--- config.mk ---
export PLATFORM = sky130hd
export DESIGN_NAME = hi_skid_reg
export DESIGN_NICKNAME = d
export VERILOG_FILES = /design/src/rtl/hi_skid_reg.sv
export SDC_FILE = /design/constraint.sdc
export NUM_CORES = 1
export LEC_CHECK = 0
export BUFFER_PORTS_ARGS = -buffer_cell sky130_fd_sc_hd__buf_2
export CAP_MARGIN = 20
export CORE_MARGIN = 8
export CORE_UTILIZATION = 48
export CTS_CLUSTER_DIAMETER = 200
export CTS_CLUSTER_SIZE = 12
export DETAILED_ROUTE_END_ITERATION = 10
export PLACE_DENSITY = 0.76
export SYNTH_ARGS = -nofsm -noshare
export SYNTH_HDL_FRONTEND = slang
export SYNTH_SLANG_ARGS = --single-unit
--- constraint.sdc ---
create_clock -name clk -period 1.79 [get_ports clk]
set_input_delay 0.179 -clock clk [delete_from_list [all_inputs] [get_ports clk]]
set_output_delay 0.179 -clock clk [all_outputs]
set_load 0.05 [all_outputs]
--- src/rtl/hi_skid_reg.sv ---
// hi_skid_reg: two-entry elastic register (main + skid) with a registered upstream ready.
// Define HI_SKID_FLUSH_EN to add a flush port that discards all stored words.
module hi_skid_reg #(
    parameter int WIDTH = 32
) (
    input  logic             clk,
    input  logic             reset,
    input  logic             in_valid,
    output logic             in_ready,
    input  logic [WIDTH-1:0] in_data,
    output logic             out_valid,
    input  logic             out_ready,
    output logic [WIDTH-1:0] out_data
`ifdef HI_SKID_FLUSH_EN
    ,
    input  logic             flush
`endif
);
    logic             r_main_v;
    logic             r_skid_v;
    logic [WIDTH-1:0] r_main;
    logic [WIDTH-1:0] r_skid;
    logic             w_flush;
    logic             w_in_fire;
    logic             w_out_fire;
`ifdef HI_SKID_FLUSH_EN
    assign w_flush = flush;
`else
    assign w_flush = 1'b0;
`endif
    assign in_ready   = !r_skid_v && !reset && !w_flush;
    assign out_valid  = r_main_v;
    assign out_data   = r_main;
    assign w_in_fire  = in_valid && in_ready;
    assign w_out_fire = r_main_v && out_ready;
    always_ff @(posedge clk) begin
        if (reset) begin
            r_main_v <= 1'b0;
            r_skid_v <= 1'b0;
            r_main   <= '0;
            r_skid   <= '0;
        end else if (w_flush) begin
            r_main_v <= 1'b0;
            r_skid_v <= 1'b0;
        end else begin
            case ({r_skid_v, r_main_v})
                2'b00: begin
                    if (w_in_fire) begin
                        r_main   <= in_data;
                        r_main_v <= 1'b1;
                    end
                end
                2'b01: begin
                    if (w_in_fire && w_out_fire) begin
                        r_main <= in_data;
                    end else if (w_in_fire) begin
                        r_skid   <= in_data;
                        r_skid_v <= 1'b1;
                    end else if (w_out_fire) begin
                        r_main_v <= 1'b0;
                    end
                end
                2'b11: begin
                    if (w_out_fire) begin
                        r_main   <= r_skid;
                        r_skid_v <= 1'b0;
                    end
                end
                2'b10: begin
                    // skid without main cannot arise; recover to empty
                    r_skid_v <= 1'b0;
                    r_main_v <= 1'b0;
                end
            endcase
        end
    end
endmodule
==> results of run 1 <==
## kinds of logic after synthesis
family          share of synthesized area
simple gates                        0.104
flops                               0.462
buf+inv                            0.0525
mux                                 0.116
fa+ha+maj                          0.0306
compound gates                      0.236
## Yosys cell counts, drive strengths merged
library cell | n | area share
nor3 | 1 | 0.0017
and3 | 1 | 0.0022
and2 | 1 | 0.0022
a221oi | 2 | 0.012
mux2i | 32 | 0.11
ha | 7 | 0.031
a211oi | 32 | 0.10
or3b | 1 | 0.0039
inv | 2 | 0.0026
o21ai | 2 | 0.0035
nor3b | 1 | 0.0026
mux2 | 1 | 0.0039
nor2 | 2 | 0.0026
a311oi | 1 | 0.0031
nand3 | 1 | 0.0017
nand2 | 66 | 0.087
a21oi | 66 | 0.12
clkbuf | 14 | 0.018
dfxtp | 66 | 0.46
buf | 15 | 0.031
## critical path: stages, from the launching register on
cell,delay (ps)
dfxtp_1,330
or3b_4,430
a221oi_4,310
and2_4,220
buf_4,180
a211oi_1,90
## stage by stage
step	setup WS, ps	cell area (um2)	hold slack, ps	std cells
after global routing	13.9	3530	72.6	462
final	70.8	3530	72.2	462
after floorplan	22.0	2870	315	314
after global placement	159	3300	430	447
after CTS	26.9	3490	57.8	462
after detailed placement	46.5	3300	438	447
## state kept, by name, summed over array words and instances (netlist names)
name       cells
out_data      32
out_valid      1
r_skid        32
r_skid_v       1
## worst min-delay path by stage
stage | cells after the start | endpoint | startpoint
finish | 3 | r_skid[13]$_SDFFE_PP0P_ | in_data[13]
global route | 3 | r_skid[10]$_SDFFE_PP0P_ | in_data[10]
CTS | 3 | r_skid[13]$_SDFFE_PP0P_ | in_data[13]
detailed placement | 3 | r_skid[0]$_SDFFE_PP0P_ | in_data[0]
global placement | 3 | r_skid[15]$_SDFFE_PP0P_ | in_data[15]
floorplan | 2 | r_skid[0]$_SDFFE_PP0P_ | in_data[0]
## layout make-up
type / instances / area (um2) / area share
multi-input combinational: 217 / 1420 / 0.403
sequential: 66 / 1330 / 0.376
timing repair buffer: 87 / 488 / 0.138
clock buffer: 14 / 183 / 0.0518
tap: 75 / 93.8 / 0.0266
clock inverter: 1 / 7.51 / 0.00213
inverter: 2 / 7.51 / 0.00213
## per-layer routing
metal,vias up,wire [um],part of all wire,track usage
met5,-,0,0,0
met4,0,98,0.013,0.0591
met1,1169,3200,0.42,0.202
met3,10,600,0.079,0.0753
li1,1238,-,-,-
met2,88,3650,0.48,0.284
## where the power goes
part | switching [W] | internal [W] | leakage (nW)
sequential | 0.000222 | 0.00187 | 0.541
combinational | 0.00267 | 0.00125 | 0.717
clock | 0.000558 | 0.000648 | 0.0948
total | 0.00345 | 0.00377 | 1.35
## repair_timing
| item | in CTS | in global routing |
|---|---|---|
| gates resized for setup | 0 | 8 |
| setup buffers | 0 | 0 |
| hold buffers | 0 | 0 |
| setup endpoints to repair | 0 | 24 |
==> results.tsv, run 1 <==
stage	metric	value	unit
clock_network	cts_buffers	9	
floorplan	die_width	93.2	um
sta	fin_tns_setup	0	ps
place	place_congestion	0.821	
detailed_routing	antenna_left	0	
clock_network	htree_levels	3	
global_routing	grt_overflow	0	
critical_path	critPathArrivalTime	1910	ps
global_routing	grt_first_pass_wirelength	12000	um
detailed_routing	via_per_inst	5.42	
synth	synth.avg_cell_area	9.11	um2
critical_path	timing.rr.start	r_skid_v$_SDFFE_PP0P_	
floorplan	core-area	0.00585	mm2
floorplan	initial_utilization	0.489	
sta	worstMarginPinSlew	775	ps
sta	max_slew_margin	0.483	
critical_path	r2r-end	out_data[28]$_SDFFE_PP0P_	
critical_path	crit_end	out_data[28]$_SDFFE_PP0P_	
finish	area_growth	23.2	%
run	max-cap-violations	0	
power	ir_drop	1230	uV
synth	synth.distinct_cells	26	
power	total_power	0.00722	W
detailed_routing	avgRoutedWirePerCell	16.3	um
sta	max_freq	582	MHz
global_routing	grt_start_max_net_pins	69	
critical_path	worstSetupPathType	reg2reg	
global_routing	grt_use_total	0.175	
floorplan	std_cell_rows	28	
synth	synth_seq_cells	66	
clock_network	clk_latency	350	ps
sta	finClkSkew	6.92	ps
critical_path	critPathLaunch	r_skid_v$_SDFFE_PP0P_	
detailed_routing	drtPass1Iterations	4	
floorplan	design.die.area	0.00869	mm2
global_routing	grt_pass1_vias	2505	
critical_path	critPathMaxFanout	8	
critical_path	critPathCaptureType	register	
critical_path	worstPathRequired	1980	ps
synth	ys_seq_area_frac	0.462	
synth	synth_nets	357	
place	hpwlAfterDp	5100	um
worst_hold_path	hold_class	in2reg	
finish	final_nets	426	
critical_path	rrSetupSlack	70	ps
clock_network	cts_tree	built	
power	power_leakage	1.35	nW
power	power-per-cell-area	2050	mW/mm2
finish	drive_gt1_frac	0.318	
sta	rsz0062_at_grt	false	
synth	syn-cell-area	0.00286	mm2
sta	period_minus_slack	1720	ps
synth	yosys_warnings	0	
synth	postSynthCellCount	314	
finish	fillers	490	
sta	timing.final.crit_share	0.960	
finish	mostFrequentLayoutCell	buf_2	
clock_network	cts-root-buf	clkbuf_8	
critical_path	rr_worst_depth	5	
floorplan	die_height	93.2	um
finish	antenna-diode-count	0	
finish	final_util	0.603	
detailed_routing	initialDrtViolationCount	112	
global_routing	antenna_found_initial	0	
detailed_routing	wirelength	7550	um
detailed_routing	drc	0	
clock_network	clock_sinks	66	
sta	drv_slew	0	
sta	setup_violations	0	
finish	final_cell_mix	69 x buf_2, 66 x nand2_1, 66 x a21oi_1, 65 x dfxtp_1, 32 x mux2i_1	
floorplan	ios	70	
clock_network	cts_buffer_depth	2	
run_status	status	completed	
sta	hold_viol	0	
clock_network	path_clk_slew	70	ps
place	port-buffer-count	69	
detailed_routing	vias	2505	
critical_path	crit_path_start_kind	register	
No activity file was read; power rests on OpenSTA's default activity.
==> run 2: changes to the inputs <==
--- a/config.mk
+++ b/config.mk
@@ -7,12 +7,14 @@
 export LEC_CHECK = 0
 export BUFFER_PORTS_ARGS = -buffer_cell sky130_fd_sc_hd__buf_2
 export CAP_MARGIN = 20
+export CELL_PAD_IN_SITES_DETAIL_PLACEMENT = 1
+export CELL_PAD_IN_SITES_GLOBAL_PLACEMENT = 2
 export CORE_MARGIN = 8
-export CORE_UTILIZATION = 48
+export CORE_UTILIZATION = 28
 export CTS_CLUSTER_DIAMETER = 200
 export CTS_CLUSTER_SIZE = 12
 export DETAILED_ROUTE_END_ITERATION = 10
-export PLACE_DENSITY = 0.76
+export PLACE_DENSITY_LB_ADDON = 0.1
 export SYNTH_ARGS = -nofsm -noshare
 export SYNTH_HDL_FRONTEND = slang
 export SYNTH_SLANG_ARGS = --single-unit
==> run 2 against run 1 <==
Flip-flop and latch count unchanged. Combinational power about the same. Fmax down 1.3%. Die area up 58%. Utilization down 25 points. Cell count up 13%. Clock skew up 2.2 ps. Total power down 0.66%. Worst setup slack worse by 23 ps. Critical path depth unchanged. Largest power group unchanged. Highest routed layer unchanged.
==> results.tsv, run 2 (synthesis gave the netlist of run 1 again) <==
stage	metric	value	unit
finish	design_area	0.00361	mm2
critical_path	critPathMaxFanout	22	
sta	worstMarginPinSlew	490	ps
detailed_routing	via_per_inst	4.75	
global_routing	antenna_found_initial	0	
clock_network	postCtsHoldBufs	0	
global_routing	grt_first_pass_wirelength	13700	um
sta	rsz0062_at_grt	true	
sta	max_freq	574	MHz
clock_network	path_clk_slew	70	ps
floorplan	core-area	0.0101	mm2
power	ir_drop	656	uV
clock_network	clock_sinks	66	
finish	multiInputGateArea	0.00142	mm2
clock_network	htree_levels	3	
run	max-cap-violations	0	
clock_network	clk_latency	330	ps
detailed_routing	met1_length	3930	um
floorplan	ios	70	
clock_network	cts_tree	built	
detailed_routing	antenna_left	0	
critical_path	critPathArrivalTime	1940	ps
power	total_power	0.00717	W
detailed_routing	highest_layer	met4	
place	hpwlAfterDp	5960	um
detailed_routing	initialDrtViolationCount	86	
critical_path	crit_path_start_kind	register	
sta	timing.final.crit_share	0.973	
critical_path	worstSetupPathType	reg2reg	
critical_path	worstPathRequired	1990	ps
power	p_int	0.00372	W
power	p_clk_frac	0.160	
clock_network	cts-root-buf	clkbuf_8	
detailed_routing	drc	0	
global_routing	grt_pass1_vias	2654	
finish	final_nets	426	
place	place_congestion	0.774	
run_status	status	completed	
floorplan	design.die.area	0.0137	mm2
power	netSwitchingFraction	0.480	
sta	max_slew_margin	0.674	
floorplan	std_cell_rows	37	
sta	period_minus_slack	1740	ps
detailed_routing	drtPass1Iterations	4	
detailed_routing	wl_met2	4060	um
detailed_routing	avgRoutedWirePerCell	16.4	um
place	placed_area	0.00342	mm2
power	seqPwrFrac	0.293	
detailed_routing	wirelength	8550	um
floorplan	die_height	117	um
finish	mostFrequentLayoutCell	buf_2	
sta	drv_slew	0	
critical_path	critPathCaptureType	register	
worst_hold_path	hold_class	in2reg	
floorplan	initial_utilization	0.282	
finish	area_growth	26.1	%
finish	fillers	1210	
detailed_routing	wl_met3	466	um
sta	finClkSkew	9.15	ps
global_routing	grt_use_total	0.132	
finish	drive_gt1_frac	0.313	
floorplan	die_width	117	um
global_routing	grt_overflow	0	
power	power-per-cell-area	1990	mW/mm2
sta	hold_viol	0	
detailed_routing	vias	2479	
finish	final_cell_mix	69 x buf_2, 66 x nand2_1, 66 x a21oi_1, 64 x dfxtp_1, 32 x mux2i_1	
sta	setup_violations	0	
finish	register_area	0.00133	mm2
power	p_switching	0.00344	W
global_routing	grt_start_max_net_pins	39	
place	port-buffer-count	69	
power	power_leakage	1.36	nW
clock_network	cts_buffer_depth	2	
power	power_frac_comb	0.546	
clock_network	cts_buffers	9	
finish	antenna-diode-count	0	
-- run 2: changes by cell type in the layout (fill, tap and decap cells not counted), sizes merged --
| cell | change |
|---|---|
| clkinv | +1 |
| inv | +1 |
| clkinvlp | -1 |
| clkbuf | -2 |
-- run 2: what timing repair did --
action | CTS | global route
pin swaps | 0 | 0
resized for setup | 1 | 3
setup buffers | 0 | 0
endpoints found under the setup margin | 1 | 28
-- run 2: through the flow --
stage           util  setup slack [ps]  setup TNS [ps]  hold slack [ps]  std cells
6_report       0.356              48.0               0             86.7        522
5_1_grt        0.356             -18.1            -114             67.6        522
2_1_floorplan      -              22.0               0              315        314
3_5_place_dp   0.337              36.8               0              438        508
4_1_cts        0.355              19.4               0             65.3        522
3_3_place_gp   0.337               112               0              430        508
-- run 2: worst max-delay path, stage by stage, from the launching register on --
cell and delay, ps:
dfxtp_2 340, or3b_4 430, a221oi_4 300, and2_2 240, buf_12 190, a211oi_1 90
-- run 2: path summary, 6_finish.rpt --
path	start	to	slack, ps	cells after the start
max	r_skid_v$_SDFFE_PP0P_	out_data[18]$_SDFFE_PP0P_	50	5
min	in_data[6]	r_skid[6]$_SDFFE_PP0P_	90	3
max reg2reg	r_skid_v$_SDFFE_PP0P_	out_data[18]$_SDFFE_PP0P_	50	5
min reg2reg	r_skid[7]$_SDFFE_PP0P_	r_skid[7]$_SDFFE_PP0P_	460	2
-- run 2: layout make-up --
class,count,area share
clock buffer,12,0.0458
clock inverter,2,0.00312
inverter,2,0.00208
multi-input combinational,217,0.392
sequential,66,0.368
tap,136,0.0472
timing repair buffer,87,0.142
-- run 2: power by group through the flow --
stage | clock network, W | logic (W) | registers (W)
4_1_cts | 0.00121 | 0.00396 | 0.00211
3_5_place_dp | 0 | 0.00394 | 0.00214
6_report | 0.00115 | 0.00392 | 0.00210
3_3_place_gp | 0 | 0.00388 | 0.00214
5_1_grt | 0.00128 | 0.00423 | 0.00215
2_1_floorplan | 0 | 0.00180 | 0.00323
-- run 2: per-layer routing --
metal / vias to the layer above / track usage
met5: - / 0
met4: 0 / 0.0435
met3: 9 / 0.0426
met2: 45 / 0.225
met1: 1185 / 0.154
li1: 1240 / -
==> run 3: changes to the inputs <==
--- a/config.mk
+++ b/config.mk
@@ -9,12 +9,14 @@
 export CAP_MARGIN = 20
 export CELL_PAD_IN_SITES_DETAIL_PLACEMENT = 1
 export CELL_PAD_IN_SITES_GLOBAL_PLACEMENT = 2
+export CORE_ASPECT_RATIO = 0.9
 export CORE_MARGIN = 8
 export CORE_UTILIZATION = 28
 export CTS_CLUSTER_DIAMETER = 200
 export CTS_CLUSTER_SIZE = 12
 export DETAILED_ROUTE_END_ITERATION = 10
 export PLACE_DENSITY_LB_ADDON = 0.1
+export SETUP_SLACK_MARGIN = 0.4
 export SYNTH_ARGS = -nofsm -noshare
 export SYNTH_HDL_FRONTEND = slang
 export SYNTH_SLANG_ARGS = --single-unit
==> constraint.sdc (replaced) <==
create_clock -name clk -period 1.79 [get_ports clk]
set_input_delay 0.358 -clock clk [delete_from_list [all_inputs] [get_ports clk]]
set_output_delay 0.358 -clock clk [all_outputs]
set_load 0.05 [all_outputs]
==> run 3 against run 2 <==
Global-route usage up 0.82 points. Design area is 12% higher. Utilization is 4.3 points higher. Clock skew fell by 5.5 ps.
==> results.tsv, run 3 (synthesis gave the netlist of run 1 again) <==
stage	metric	value	unit
run_status	status	completed	
sta	worstMarginPinSlew	691	ps
finish	instances_no_fill	525	
detailed_routing	drtPass1Iterations	4	
detailed_routing	wirelength	9490	um
worst_hold_path	hold_class	in2reg	
critical_path	worstSetupPathType	reg2reg	
sta	max_slew_margin	0.539	
finish	area_growth	41.2	%
critical_path	timing.rr.start	r_skid_v$_SDFFE_PP0P_	
power	ir_drop	756	uV
global_routing	grt_pass1_vias	2695	
detailed_routing	vias	2567	
clock_network	clk_latency	320	ps
critical_path	critPathArrivalTime	1900	ps
sta	fin_tns_setup	0	ps
sta	period_minus_slack	1730	ps
finish	mostFrequentLayoutCell	buf_2	
place	pre_cts_slack	-50.6	ps
clock_network	htree_levels	3	
sta	max_freq	577	MHz
finish	antenna-diode-count	0	
floorplan	die_width	123	um
critical_path	rr_worst_depth	6	
critical_path	critPathMaxFanout	15	
global_routing	grt_start_max_net_pins	54	
floorplan	initial_utilization	0.283	
clock_network	postCtsHoldBufs	0	
sta	rsz0062_at_grt	true	
critical_path	cpPeakStageDelay	420	ps
detailed_routing	avgRoutedWirePerCell	18.1	um
critical_path	worstPathRequired	1960	ps
global_routing	grt_overflow	0	
finish	drive_gt1_frac	0.366	
place	dp.cells	501	
critical_path	cp_top_family	simple AND/OR/NAND/NOR gates	
floorplan	std_cell_rows	35	
critical_path	r2r-end	out_data[18]$_SDFFE_PP0P_	
place	place_congestion	0.703	
sta	setup_violations	0	
critical_path	crit_end	out_data[18]$_SDFFE_PP0P_	
finish	design_area	0.00404	mm2
critical_path	cp.depth	6	
detailed_routing	initialDrtViolationCount	116	
detailed_routing	antenna_left	0	
place	placed_area	0.00350	mm2
critical_path	slowest_stage	or3b_4	
floorplan	design.die.area	0.0137	mm2
clock_network	path_clk_slew	60	ps
floorplan	core-area	0.0101	mm2
floorplan	die_height	112	um
place	hpwlAfterDp	5760	um
critical_path	critPathCaptureType	register	
clock_network	cts_tree	built	
clock_network	clock_sinks	66	
global_routing	grt_first_pass_wirelength	15000	um
detailed_routing	via_per_inst	4.89	
run	max-cap-violations	0	
finish	final_nets	435	
finish	final_cell_mix	68 x buf_2, 66 x nand2_1, 64 x a21oi_1, 64 x dfxtp_1, 32 x mux2i_1	
power	total_power	0.00829	W
sta	hold_viol	0	
clock_network	cts_buffers	9	
sta	drv_slew	0	
critical_path	path_buf_inv	2	
floorplan	ios	70	
critical_path	rrSetupSlack	60	ps
sta	timing.final.crit_share	0.968	
sta	finClkSkew	3.68	ps
power	power-per-cell-area	2050	mW/mm2
sta	layout_setup_ws	56.7	ps
detailed_routing	drc	0	
global_routing	grt_use_total	0.140	
critical_path	critPathLaunch	r_skid_v$_SDFFE_PP0P_	
clock_network	cts-root-buf	clkbuf_16	
place	port-buffer-count	69	
global_routing	antenna_found_initial	0	
power	power_leakage	1.53	nW
critical_path	worstPathCellList	or3b_4 -> a221oi_4 -> buf_6 -> and2_4 -> buf_12 -> a211oi_1	
clock_network	cts_buffer_depth	2	
critical_path	crit_path_start_kind	register	
[run 3: cell count changes in the layout (fill, tap and decap cells not counted), sizes merged]
cell,previous run,this run
buf,87,95
inv,3,2
clkbuf,12,14
clkinv,1,2
[run 3: worst reg2reg max path: stages, from the launching register on]
cell and delay, ps:
dfxtp_2 340, or3b_4 420, a221oi_4 230, buf_6 160, and2_4 180, buf_12 160, a211oi_1 100
[run 3: area by class of cell]
class | instances | area [um2]
fillers | 1156 | 6080
multi-input cells | 217 | 1490
flip-flops and latches | 66 | 1330
inverters | 2 | 7.51
clock buffers | 13 | 272
clock inverters | 2 | 10.0
repair buffers | 96 | 769
well taps | 129 | 161
[run 3: worst min path at each step]
stage | from | to | slack, ps | depth (start not counted)
floorplan | r_skid[22]$_SDFFE_PP0P_ | r_skid[22]$_SDFFE_PP0P_ | 430 | 2
global placement | r_skid[6]$_SDFFE_PP0P_ | r_skid[6]$_SDFFE_PP0P_ | 440 | 2
detailed placement | r_skid[25]$_SDFFE_PP0P_ | r_skid[25]$_SDFFE_PP0P_ | 450 | 2
CTS | in_data[1] | r_skid[1]$_SDFFE_PP0P_ | 270 | 3
global route | in_data[1] | r_skid[1]$_SDFFE_PP0P_ | 280 | 3
finish | in_data[23] | r_skid[23]$_SDFFE_PP0P_ | 280 | 3
[run 3: where the power goes]
part	switching (W)	internal [W]	total [W]	leakage, nW
clock	0.000608	0.00105	0.00166	0.141
sequential	0.000252	0.00188	0.00213	0.541
combinational	0.00288	0.00162	0.00450	0.846
[run 3: per-stage QoR]
step,utilization,hold WS (ps)
after detailed placement,0.346,449
after global routing,0.399,277
after CTS,0.394,274
after floorplan,-,434
after global placement,0.346,441
final,0.399,283
[run 3: routing by layer]
layer | vias to the layer above | GRT usage | wire, um | share of wire
li1 | 1266 | - | - | -
met1 | 1247 | 0.177 | 4420 | 0.47
met2 | 49 | 0.228 | 4550 | 0.48
met3 | 5 | 0.0475 | 463 | 0.049
met4 | 0 | 0.0268 | 59 | 0.0062
met5 | - | 0 | 0 | 0
[run 3: what timing repair did]
item / 4_1_cts / 5_1_grt
endpoints found under the setup margin: 67 / 67
pin swaps: 2 / 0
buffers inserted: 3 / 1
resized for setup: 21 / 6
cloned: 4 / 1
